`config.mk`:
```
export PLATFORM = sky130hd
export DESIGN_NAME = uart_sample_deframer_flat
export DESIGN_NICKNAME = d
export VERILOG_FILES = /design/src/rtl/uart_frame_pkg.sv /design/src/rtl/uart_sample_deframer_if.sv /design/src/rtl/uart_sample_deframer_sample_fifo.sv /design/src/rtl/uart_sample_deframer.sv /design/src/flat_wrapper.sv
export SDC_FILE = /design/constraint.sdc
export NUM_CORES = 1
export LEC_CHECK = 0
export BUFFER_PORTS_ARGS = -buffer_cell sky130_fd_sc_hd__buf_2
export CORE_MARGIN = 2
export CORE_UTILIZATION = 54
export DETAILED_ROUTE_END_ITERATION = 16
export PLACE_DENSITY = 0.79
export SYNTH_ARGS = -nofsm -noshare
export SYNTH_HDL_FRONTEND = slang
export SYNTH_SLANG_ARGS = --single-unit
```
`constraint.sdc`:
```
create_clock -name clk -period 3.4 [get_ports clk]
set_input_delay 0 -clock clk [delete_from_list [all_inputs] [get_ports clk]]
set_output_delay 0 -clock clk [all_outputs]
set_load 0.02 [all_outputs]
```
`src/rtl/uart_frame_pkg.sv`:
```
// ============================================================================
// Module      : uart_frame_pkg
// Description : Shared types and constants for the UART sample deframer.
// Revision    : 1.0 - initial release
// ============================================================================
`default_nettype none

package uart_frame_pkg;

  typedef enum logic [2:0] {
    HUNT = 3'd0,
    LEN  = 3'd1,
    LO   = 3'd2,
    HI   = 3'd3,
    CSUM = 3'd4
  } deframe_state_t;

  localparam logic [1:0] ERR_NONE    = 2'd0;
  localparam logic [1:0] ERR_CSUM    = 2'd1;
  localparam logic [1:0] ERR_LEN     = 2'd2;
  localparam logic [1:0] ERR_TIMEOUT = 2'd3;

  localparam logic [7:0] DEFAULT_SYNC_BYTE = 8'hA5;

endpackage

`default_nettype wire

```
`src/rtl/uart_sample_deframer_if.sv`:
```
// ============================================================================
// Module      : uart_sample_deframer_if
// Description : Byte-in / sample-out stream bundle of the deframer.
// Revision    : 1.0 - initial release
// ============================================================================
`default_nettype none

interface uart_sample_deframer_if;
  logic [7:0]  rx_data;
  logic        rx_valid;
  logic [15:0] m_data;
  logic        m_valid;
  logic        m_ready;

  // master is the deframer side, slave is the byte source / sample sink
  modport master (input rx_data, rx_valid, m_ready, output m_data, m_valid);
  modport slave  (output rx_data, rx_valid, m_ready, input m_data, m_valid);
endinterface

`default_nettype wire

```
`src/rtl/uart_sample_deframer_sample_fifo.sv`:
```
// ============================================================================
// Module      : sample_fifo
// Description : Synchronous first-word-fall-through FIFO, data reads zero when empty.
// Revision    : 1.0 - initial release
// ============================================================================
`default_nettype none

module sample_fifo #(
  parameter int WIDTH = 16,
  parameter int DEPTH = 16
) (
  input  wire logic                     clk,
  input  wire logic                     rst,
  input  wire logic                     wr_en,
  input  wire logic [WIDTH-1:0]         wr_data,
  output logic                          full,
  input  wire logic                     rd_en,
  output logic [WIDTH-1:0]              rd_data,
  output logic                          empty,
  output logic [$clog2(DEPTH):0]        level
);

  localparam int AW = $clog2(DEPTH);

  logic [WIDTH-1:0] mem [DEPTH];
  logic [AW-1:0]    wr_ptr;
  logic [AW-1:0]    rd_ptr;
  logic             rd_fire;
  logic             wr_fire;

  assign empty   = (level == '0);
  assign full    = (level == (AW+1)'(DEPTH));
  assign rd_fire = rd_en & ~empty;
  // a write into a full FIFO only lands when a read frees a slot on the same edge
  assign wr_fire = wr_en & (~full | rd_fire);
  assign rd_data = empty ? '0 : mem[rd_ptr];

  always_ff @(posedge clk or posedge rst) begin
    if (rst) begin
      wr_ptr <= '0;
      rd_ptr <= '0;
      level  <= '0;
    end else begin
      if (wr_fire) wr_ptr <= wr_ptr + AW'(1);
      if (rd_fire) rd_ptr <= rd_ptr + AW'(1);
      unique case ({wr_fire, rd_fire})
        2'b10:   level <= level + (AW+1)'(1);
        2'b01:   level <= level - (AW+1)'(1);
        default: level <= level;
      endcase
    end
  end

  always_ff @(posedge clk) begin
    if (wr_fire) mem[wr_ptr] <= wr_data;
  end

endmodule

`default_nettype wire

```
`src/rtl/uart_sample_deframer.sv`:
```
// ============================================================================
// Module      : uart_sample_deframer
// Description : Parses SYNC/LEN/payload/CSUM byte frames into 16-bit samples.
//               Optional inter-byte timeout: define UART_DEFRAMER_TIMEOUT_EN.
// Revision    : 1.0 - initial release
// ============================================================================
`default_nettype none

module uart_sample_deframer
  import uart_frame_pkg::*;
#(
  parameter int         MAX_SAMPLES  = 64,
  parameter int         FIFO_DEPTH   = 16,
  parameter logic [7:0] SYNC_BYTE    = DEFAULT_SYNC_BYTE,
  parameter int         TIMEOUT_CLKS = 50000
) (
  input  wire logic                        clk,
  input  wire logic                        rst,
  uart_sample_deframer_if.master           stream,
  output logic                             frame_done,
  output logic                             frame_ok,
  output logic [1:0]                       err_code,
  output logic                             overflow,
  input  wire logic                        clr_overflow,
  output logic [$clog2(FIFO_DEPTH):0]      fifo_level
);

  localparam logic [7:0] MAX_LEN = 8'(MAX_SAMPLES);

  if (FIFO_DEPTH < 2 || (FIFO_DEPTH & (FIFO_DEPTH - 1)) != 0) begin : g_bad_depth
    $error("FIFO_DEPTH must be a power of two >= 2");
  end
  if (MAX_SAMPLES < 1 || MAX_SAMPLES > 255) begin : g_bad_max
    $error("MAX_SAMPLES must be in 1..255");
  end
  if (TIMEOUT_CLKS < 2) begin : g_bad_timeout
    $error("TIMEOUT_CLKS must be >= 2");
  end

  deframe_state_t state_q, state_d;
  logic [7:0]     cnt_q, cnt_d;
  logic [7:0]     acc_q, acc_d;
  logic [7:0]     lo_q, lo_d;
  logic           push;
  logic           done_d, ok_d;
  logic [1:0]     err_d;
  logic           timeout;
  logic           fifo_full;
  logic           fifo_empty;
  logic           rd_xfer;
  logic           ovf_set;

`ifdef UART_DEFRAMER_TIMEOUT_EN
  localparam int IDLE_W = $clog2(TIMEOUT_CLKS);
  logic [IDLE_W-1:0] idle_q;

  assign timeout = (state_q != HUNT) && (idle_q == IDLE_W'(TIMEOUT_CLKS - 1));

  always_ff @(posedge clk or posedge rst) begin
    if (rst) begin
      idle_q <= '0;
    end else if (state_q == HUNT || stream.rx_valid || timeout) begin
      idle_q <= '0;
    end else begin
      idle_q <= idle_q + IDLE_W'(1);
    end
  end
`else
  assign timeout = 1'b0;
`endif

  always_comb begin
    state_d = state_q;
    cnt_d   = cnt_q;
    acc_d   = acc_q;
    lo_d    = lo_q;
    push    = 1'b0;
    done_d  = 1'b0;
    ok_d    = frame_ok;
    err_d   = err_code;
    // timeout wins over a byte arriving on the same cycle
    if (timeout) begin
      state_d = HUNT;
      done_d  = 1'b1;
      ok_d    = 1'b0;
      err_d   = ERR_TIMEOUT;
    end else if (stream.rx_valid) begin
      unique case (state_q)
        HUNT: begin
          if (stream.rx_data == SYNC_BYTE) state_d = LEN;
        end
        LEN: begin
          if (stream.rx_data == 8'd0 || stream.rx_data > MAX_LEN) begin
            state_d = HUNT;
            done_d  = 1'b1;
            ok_d    = 1'b0;
            err_d   = ERR_LEN;
          end else begin
            cnt_d   = stream.rx_data;
            acc_d   = stream.rx_data;
            state_d = LO;
          end
        end
        LO: begin
          lo_d    = stream.rx_data;
          acc_d   = acc_q ^ stream.rx_data;
          state_d = HI;
        end
        HI: begin
          push    = 1'b1;
          acc_d   = acc_q ^ stream.rx_data;
          cnt_d   = cnt_q - 8'd1;
          state_d = (cnt_q == 8'd1) ? CSUM : LO;
        end
        CSUM: begin
          done_d  = 1'b1;
          ok_d    = (stream.rx_data == acc_q);
          err_d   = ok_d ? ERR_NONE : ERR_CSUM;
          state_d = HUNT;
        end
        default: state_d = HUNT;
      endcase
    end
  end

  assign rd_xfer        = stream.m_valid & stream.m_ready;
  assign ovf_set        = push & fifo_full & ~rd_xfer;
  assign stream.m_valid = ~fifo_empty;

  always_ff @(posedge clk or posedge rst) begin
    if (rst) begin
      state_q    <= HUNT;
      cnt_q      <= '0;
      acc_q      <= '0;
      lo_q       <= '0;
      frame_done <= 1'b0;
      frame_ok   <= 1'b0;
      err_code   <= ERR_NONE;
      overflow   <= 1'b0;
    end else begin
      state_q    <= state_d;
      cnt_q      <= cnt_d;
      acc_q      <= acc_d;
      lo_q       <= lo_d;
      frame_done <= done_d;
      frame_ok   <= ok_d;
      err_code   <= err_d;
      if (ovf_set)           overflow <= 1'b1;
      else if (clr_overflow) overflow <= 1'b0;
    end
  end

  sample_fifo #(
    .WIDTH (16),
    .DEPTH (FIFO_DEPTH)
  ) u_fifo (
    .clk     (clk),
    .rst     (rst),
    .wr_en   (push),
    .wr_data ({stream.rx_data, lo_q}),
    .full    (fifo_full),
    .rd_en   (stream.m_ready),
    .rd_data (stream.m_data),
    .empty   (fifo_empty),
    .level   (fifo_level)
  );

endmodule

`default_nettype wire

```
`src/flat_wrapper.sv`:
```
// flat-port wrapper written by rule: the top's interface ports become plain ports
module uart_sample_deframer_flat import uart_frame_pkg::*;
#(
  parameter int         MAX_SAMPLES  = 64,
  parameter int         FIFO_DEPTH   = 16,
  parameter logic [7:0] SYNC_BYTE    = DEFAULT_SYNC_BYTE,
  parameter int         TIMEOUT_CLKS = 50000
)
  (clk, rst, frame_done, frame_ok, err_code, overflow, clr_overflow, fifo_level, stream_rx_data, stream_rx_valid, stream_m_ready, stream_m_data, stream_m_valid);
  uart_sample_deframer_if stream_i ();
  input  wire logic clk;
  input  wire logic rst;
  output logic frame_done;
  output logic frame_ok;
  output logic [1:0] err_code;
  output logic overflow;
  input  wire logic clr_overflow;
  output logic [$clog2(FIFO_DEPTH):0] fifo_level;
  input wire logic [$bits(stream_i.rx_data)-1:0] stream_rx_data;
  input wire logic [$bits(stream_i.rx_valid)-1:0] stream_rx_valid;
  input wire logic [$bits(stream_i.m_ready)-1:0] stream_m_ready;
  output wire logic [$bits(stream_i.m_data)-1:0] stream_m_data;
  output wire logic [$bits(stream_i.m_valid)-1:0] stream_m_valid;
  assign stream_i.rx_data = stream_rx_data;
  assign stream_i.rx_valid = stream_rx_valid;
  assign stream_i.m_ready = stream_m_ready;
  assign stream_m_data = stream_i.m_data;
  assign stream_m_valid = stream_i.m_valid;
  uart_sample_deframer #(.MAX_SAMPLES(MAX_SAMPLES), .FIFO_DEPTH(FIFO_DEPTH), .SYNC_BYTE(SYNC_BYTE), .TIMEOUT_CLKS(TIMEOUT_CLKS)) u_core (.clk(clk), .rst(rst), .stream(stream_i), .frame_done(frame_done), .frame_ok(frame_ok), .err_code(err_code), .overflow(overflow), .clr_overflow(clr_overflow), .fifo_level(fifo_level));
endmodule
```
# Yosys cells after proc, flatten, opt, wreduce, memory -nomap -nowiden
# Memories as Yosys holds them, arrays and structs flattened.
# Index checks and enable logic that the tools add are counted.
word_totals:
  word_cells: 78
  n_memories: 1
  output_inout_bits: 27
  mem_bits_rw: 256
  reg_bits: 45
memory_table:
  columns: ["name", "words", "word_bits", "rd", "rd_clocked_by_memory_dff", "wr", "line", "text"]
  rows:
  - ["u_core.u_fifo.mem", 16, 16, 1, 0, 1, "uart_sample_deframer_sample_fifo.sv:25", "logic [WIDTH-1:0] mem [DEPTH];"]
op_classes:
  bitwise: 9
  n_lt_le_gt_ge: 1
  n_reduce_logical: 15
  n_addsub: 5
  n_eq_ne: 13
  muxes: 23
ops:
  columns: ["op", "count"]
  rows:
  - ["$pmux 8 s2", 2]
  - ["$mux 16", 1]
  - ["$pmux 3 s4", 1]
  - ["$mux 1", 10]
  - ["$pmux 5 s2", 1]
  - ["$reduce_bool 2->1", 5]
  - ["$reduce_and 3->1", 3]
  - ["$add 4x1->4 const B", 2]
  - ["$eq 8x1->1 const B", 1]
  - ["$eq 8x8->1", 1]
  - ["$eq 8x8->1 const B", 1]
  - ["$gt 8x7->1 const B", 1]
  - ["$logic_not 8->1", 1]
  - ["$mux 8", 1]
  - ["$sub 8x1->8 const B", 1]
  - ["$xor 8x8->8", 1]
  - ["$eq 3x2->1 const B", 2]
  - ["$mux 3", 2]
  - ["$add 5x1->5 const B", 1]
  - ["$eq 5x5->1 const B", 1]
  - ["$logic_not 5->1", 1]
  - ["$sub 5x1->5 const B", 1]
  - ["$and 1x1->1", 4]
  - ["$mux 2", 2]
  - ["other kinds (14)", 19]

# Depth between registers and ports, before layout
depth:
  ltp_word: 7
  depth_mapped: 9
  mapped_depth_nobuf: 8

# Modules after synthesis
# Synthesis repeated with hierarchy kept, for this count alone.
unflattened:
  hier_cells: 706
  area_unflattened_um2: 12574.6
by_module_without_submodules:
  columns: ["mod", "area_per_inst_um2", "n_inst", "cells_per_inst"]
  rows:
  - ["sample_fifo", 10682.7, 1, 506]
  - ["uart_sample_deframer", 1891.8, 1, 200]

# Worst setup path after synthesis
# OpenSTA, ideal clock, no wires.
synth_timing:
  path_type: "reg-to-reg"
  startpoint: "register u_core.state_q[2]"
  endpoint: "memory u_core.u_fifo.mem[3][0] (enable)"
  arrival_ns: 2.643
  path_stages_with_launch: 6
  setup_ns: 0.409
  path_buffers: 1
  setup_slack_ns: 0.348
  path_cell_list: "dfrtp_1 -> clkbuf_1 -> nand4b_1 -> nor2_1 -> nand2_1 -> nor3_1"
synth_via:
  elab_chain_len: 6
synth_lines:
  columns: ["element", "line", "text"]
  rows:
  - ["from (decl)", "uart_sample_deframer.sv:40", "deframe_state_t state_q, state_d;"]
  - ["from (signal assigned)", "uart_sample_deframer.sv:141", "state_q <= state_d;"]
  - ["$eq 3x2->1", "uart_sample_deframer.sv:88", "unique case (state_q)"]
  - ["$mux 1", "uart_sample_deframer.sv:88", null]
  - ["$mux 1", "uart_sample_deframer.sv:87", "end else if (stream.rx_valid) begin"]
  - ["$and 1x1->1", "uart_sample_deframer_sample_fifo.sv:35", "assign wr_fire = wr_en & (~full | rd_fire);"]
  - ["$mux 1", "uart_sample_deframer_sample_fifo.sv:55", "if (wr_fire) mem[wr_ptr] <= wr_data;"]
  - ["$mux 1 (not written as such)", "uart_sample_deframer_sample_fifo.sv:55", null]
  - ["to (decl)", "uart_sample_deframer_sample_fifo.sv:25", null]
# No other way between the ends.

# Worst setup path in the final report
layout_timing:
  startpoint: "register u_core.u_fifo.level[1]"
  endpoint: "output stream_m_data[13]"
layout_via:
  elab_chain_len: 2
layout_lines:
  columns: ["element", "line", "text"]
  rows:
  - ["from (decl)", "uart_sample_deframer_sample_fifo.sv:20", "output logic [$clog2(DEPTH):0] level"]
  - ["from (signal assigned)", "uart_sample_deframer_sample_fifo.sv:47", "2'b10: level <= level + (AW+1)'(1);"]
  - ["from (signal assigned)", "uart_sample_deframer_sample_fifo.sv:48", "2'b01: level <= level - (AW+1)'(1);"]
  - ["from (signal assigned)", "uart_sample_deframer_sample_fifo.sv:49", "default: level <= level;"]
  - ["$logic_not 5->1", "uart_sample_deframer_sample_fifo.sv:31", "assign empty = (level == '0);"]
  - ["$mux 16", "uart_sample_deframer_sample_fifo.sv:36", "assign rd_data = empty ? '0 : mem[rd_ptr];"]
  - ["to (decl)", "flat_wrapper.sv:22", "output wire logic [$bits(stream_i.m_data)-1:0] stream_m_data;"]
# No other way between the ends.

==> reports/qor.csv <==
metric,value,unit
outcome,"complete, no violations",
clock_path_buffers,3,
grt_overflow,0,
drt_pre_antenna_iters,5,
clock_skew,12.5,ps
power_density,848,nW/um2
fill_cells,1508,
wl_met1,10400,um
hold_path_end,u_core.u_fifo.mem[0][15],
p_sw_share,33.0,%
syn_inst,670,
drt_first_iter_violations,574,
path_clk_slew,60,ps
rows,55,
cp_max_fo,16,
synth_edf_count,256,
ir_worst_vdd,0.000564,V
top_layer,met4,
yosysUniqueCellTypes,53,
cts_tree,done,
crit_path_start,u_core.u_fifo.level[1],
setup_violations,0,
r2r-end,u_core.u_fifo.level[4],
dieArea,23900,um2
p_leak,4.81,nW
critPathArrivalTime,2880,ps
ys_seq_area_share,71.9,%
fin_crit_sh,84.8,%
start_kind,register,
grt_max_degree,46,
met2_length,12900,um
numPlacedInstances,987,
syn_to_final_growth,13.8,%
seq_power_share,45.0,%
synthFlopType,edfxtp_1,
grt_pass1_vias,6815,
fin_crit,2880,ps
slew_headroom,36.3,%
die_h,155,um
cts_root_buf,clkbuf_16,
reg2reg_setup_slack,610,ps
rr_startpoint,u_core.u_fifo.level[1],
htree_levels,1,
wl_per_cell,24.6,um
cts.sinks,301,
avgSynthCellArea,18.3,um2
hold_path_startpoint,stream_rx_data[7],
antenna_found_initial,0,
clkLatencyLatePin,540,ps
end_kind,output port,
p_int,7.92,mW
finalWirelength,25900,um
grt_pass1_wl,39900,um
dp_hpwl,16100,um
async_flop_share,15.0,%
worst_pin_slew,955,ps
drive_gt1_share,25.9,%
drc,0,
die_w,155,um
worstPathRequired,3400,ps
vias,6645,
syn-num-nets,691,
io_pins,40,
fin_tns_setup,0,ps
vias_per_cell,6.30,
cts_buffers,30,
p_sw,3.90,mW
syn-cell-area,12300,um2
combinationalPowerShare,29.1,%
criticalPathCategory,register to output port,
num_antenna_cells,0,
rr_worst_depth,8,
start_util,54.6,%
maxCapViolations,0,
hold_path_depth,1,
final_nets,766,
grt_setup_unrepaired,no,
io_buffers,39,
min_path_type,primary input to register,
max_freq,347,MHz
layout.cells.non_filler,1054,
ys_ff_latch,301,
clockPowerShare,25.9,%
gp_congestion,0.867,
wl_met3,2010,um
yosys_warnings,0,
grt_usage,22.0,%
hold_violations,0,
antenna_left,0,
slew_violations,0,
coreArea,22400,um2
-- cell usage after synthesis, types with 2 or more instances --
master,number,area share (%)
nand2_1,24,0.73
buf_2,9,0.37
o211ai_1,5,0.31
mux2i_1,38,3.1
a21oi_1,15,0.61
nand2b_1,5,0.26
nor2b_1,5,0.26
nor3_1,11,0.45
or4_1,2,0.12
a31oi_1,8,0.41
edfxtp_1,256,63
nor2_1,30,0.92
or3_1,2,0.10
mux2_2,11,1.0
and3_1,3,0.15
o32a_1,3,0.24
xnor2_1,8,0.57
nand4b_1,3,0.21
xor2_1,9,0.64
nand4_1,2,0.10
buf_1,5,0.15
o21ai_0,12,0.49
o31ai_1,2,0.12
clkbuf_1,21,0.64
mux4_2,64,12
a41oi_1,2,0.14
o22ai_1,19,0.97
inv_1,11,0.34
nand3_1,5,0.20
dfrtp_1,45,9.2
ha_1,8,0.82
o21ai_1,2,0.082
nor4_1,5,0.26
-- registers in the layout, indices dropped and copies added, names as in the netlist --
signal and cells:
u_core.u_fifo.level 5, u_core.u_fifo.mem 256, u_core.lo_q 8, u_core.state_q 3, u_core.frame_done 1, u_core.u_fifo.rd_ptr 4
u_core.err_code 2, u_core.u_fifo.wr_ptr 4, u_core.cnt_q 8, u_core.overflow 1, u_core.acc_q 8, u_core.frame_ok 1
-- per-layer routing --
layer | global-route usage, % | vias to the layer above
met2 | 36.8 | 299
met3 | 4.09 | 48
li1 | - | 2845
met1 | 30.4 | 3453
met5 | 0 | -
met4 | 5.64 | 0
-- layout make-up --
type,count,area [um2],area share [%]
inverters,11,41.3,0.296
clock buffers,40,820,5.87
well taps,285,357,2.56
multi-input cells,322,3270,23.4
repair buffers,79,548,3.93
clock inverters,16,95.1,0.682
flip-flops and latches,301,8820,63.2
-- worst max-delay path, cell delays in order, from the launching register on --
cell and delay (ps):
dfrtp_1 460, or4_1 610, nor2_1 150, inv_1 90, nand2_1 610, o22ai_1 200
buf_2 220
-- power groups by stage --
stage	clock network, mW	registers [mW]	logic (mW)
3_5_place_dp	0	5.38	3.43
5_1_grt	3.27	5.40	3.68
4_1_cts	3.12	5.31	3.47
3_3_place_gp	0	5.31	3.33
6_report	3.06	5.32	3.44
2_1_floorplan	0	4.99	2.63
-- worst max-delay path by stage --
| stage | end | depth (start not counted) | slack (ps) |
|---|---|---|---|
| floorplan | u_core.u_fifo.mem[3][0] | 5 | 350 |
| global placement | u_core.u_fifo.level[4] | 8 | 780 |
| detailed placement | u_core.u_fifo.level[4] | 8 | 640 |
| CTS | stream_m_data[13] | 6 | 530 |
| global route | stream_m_data[13] | 6 | 360 |
| finish | stream_m_data[13] | 6 | 520 |
-- logic make-up (layout without fill, tap and decap cells) --
logic type | count (synthesis) | in the layout | synth area share, %
compound gates | 79 | 79 | 4.22
mux | 113 | 113 | 15.9
xor+xnor | 17 | 17 | 1.21
buf+inv | 47 | 146 | 1.59
simple gates | 105 | 105 | 4.39
flops | 301 | 301 | 71.9
fa+ha+maj | 8 | 8 | 0.817
-- cells in the final DEF (no fill, tap or decap), drive strengths merged, types with 5 or more instances in the layout --
master / n
mux2: 11
buf: 68
o21ai: 14
o22ai: 19
edfxtp: 256
o211ai: 5
clkinv: 15
xnor2: 8
a21oi: 15
nand2b: 5
nor2: 30
a31oi: 8
nand3: 5
nor3: 13
clkbuf: 40
dfrtp: 45
inv: 11
nand2: 24
nor2b: 5
xor2: 9
nor4: 5
ha: 8
dlygate4sd3: 11
mux4: 64
mux2i: 38
-- per-stage QoR --
stage                     instance area (um2)  power [mW]  hold slack [ps]  setup WS [ps]  util [%]
after floorplan                         12300        7.62             98.9            348         -
after global placement                  12900        8.64              250            785      57.6
after detailed placement                12900        8.81              272            642      57.6
after CTS                               13900        11.9             4.55            534      62.2
after global routing                    13900        12.3             27.8            361      62.2
final                                   13900        11.8             17.2            517      62.2
-- what timing repair did --
action                    in CTS  in global routing
hold buffers                  11                  0
gates resized for setup        0                  0
buffers inserted               0                  0
hold endpoints to repair     153                  0
(Power assumes the default switching activity.)
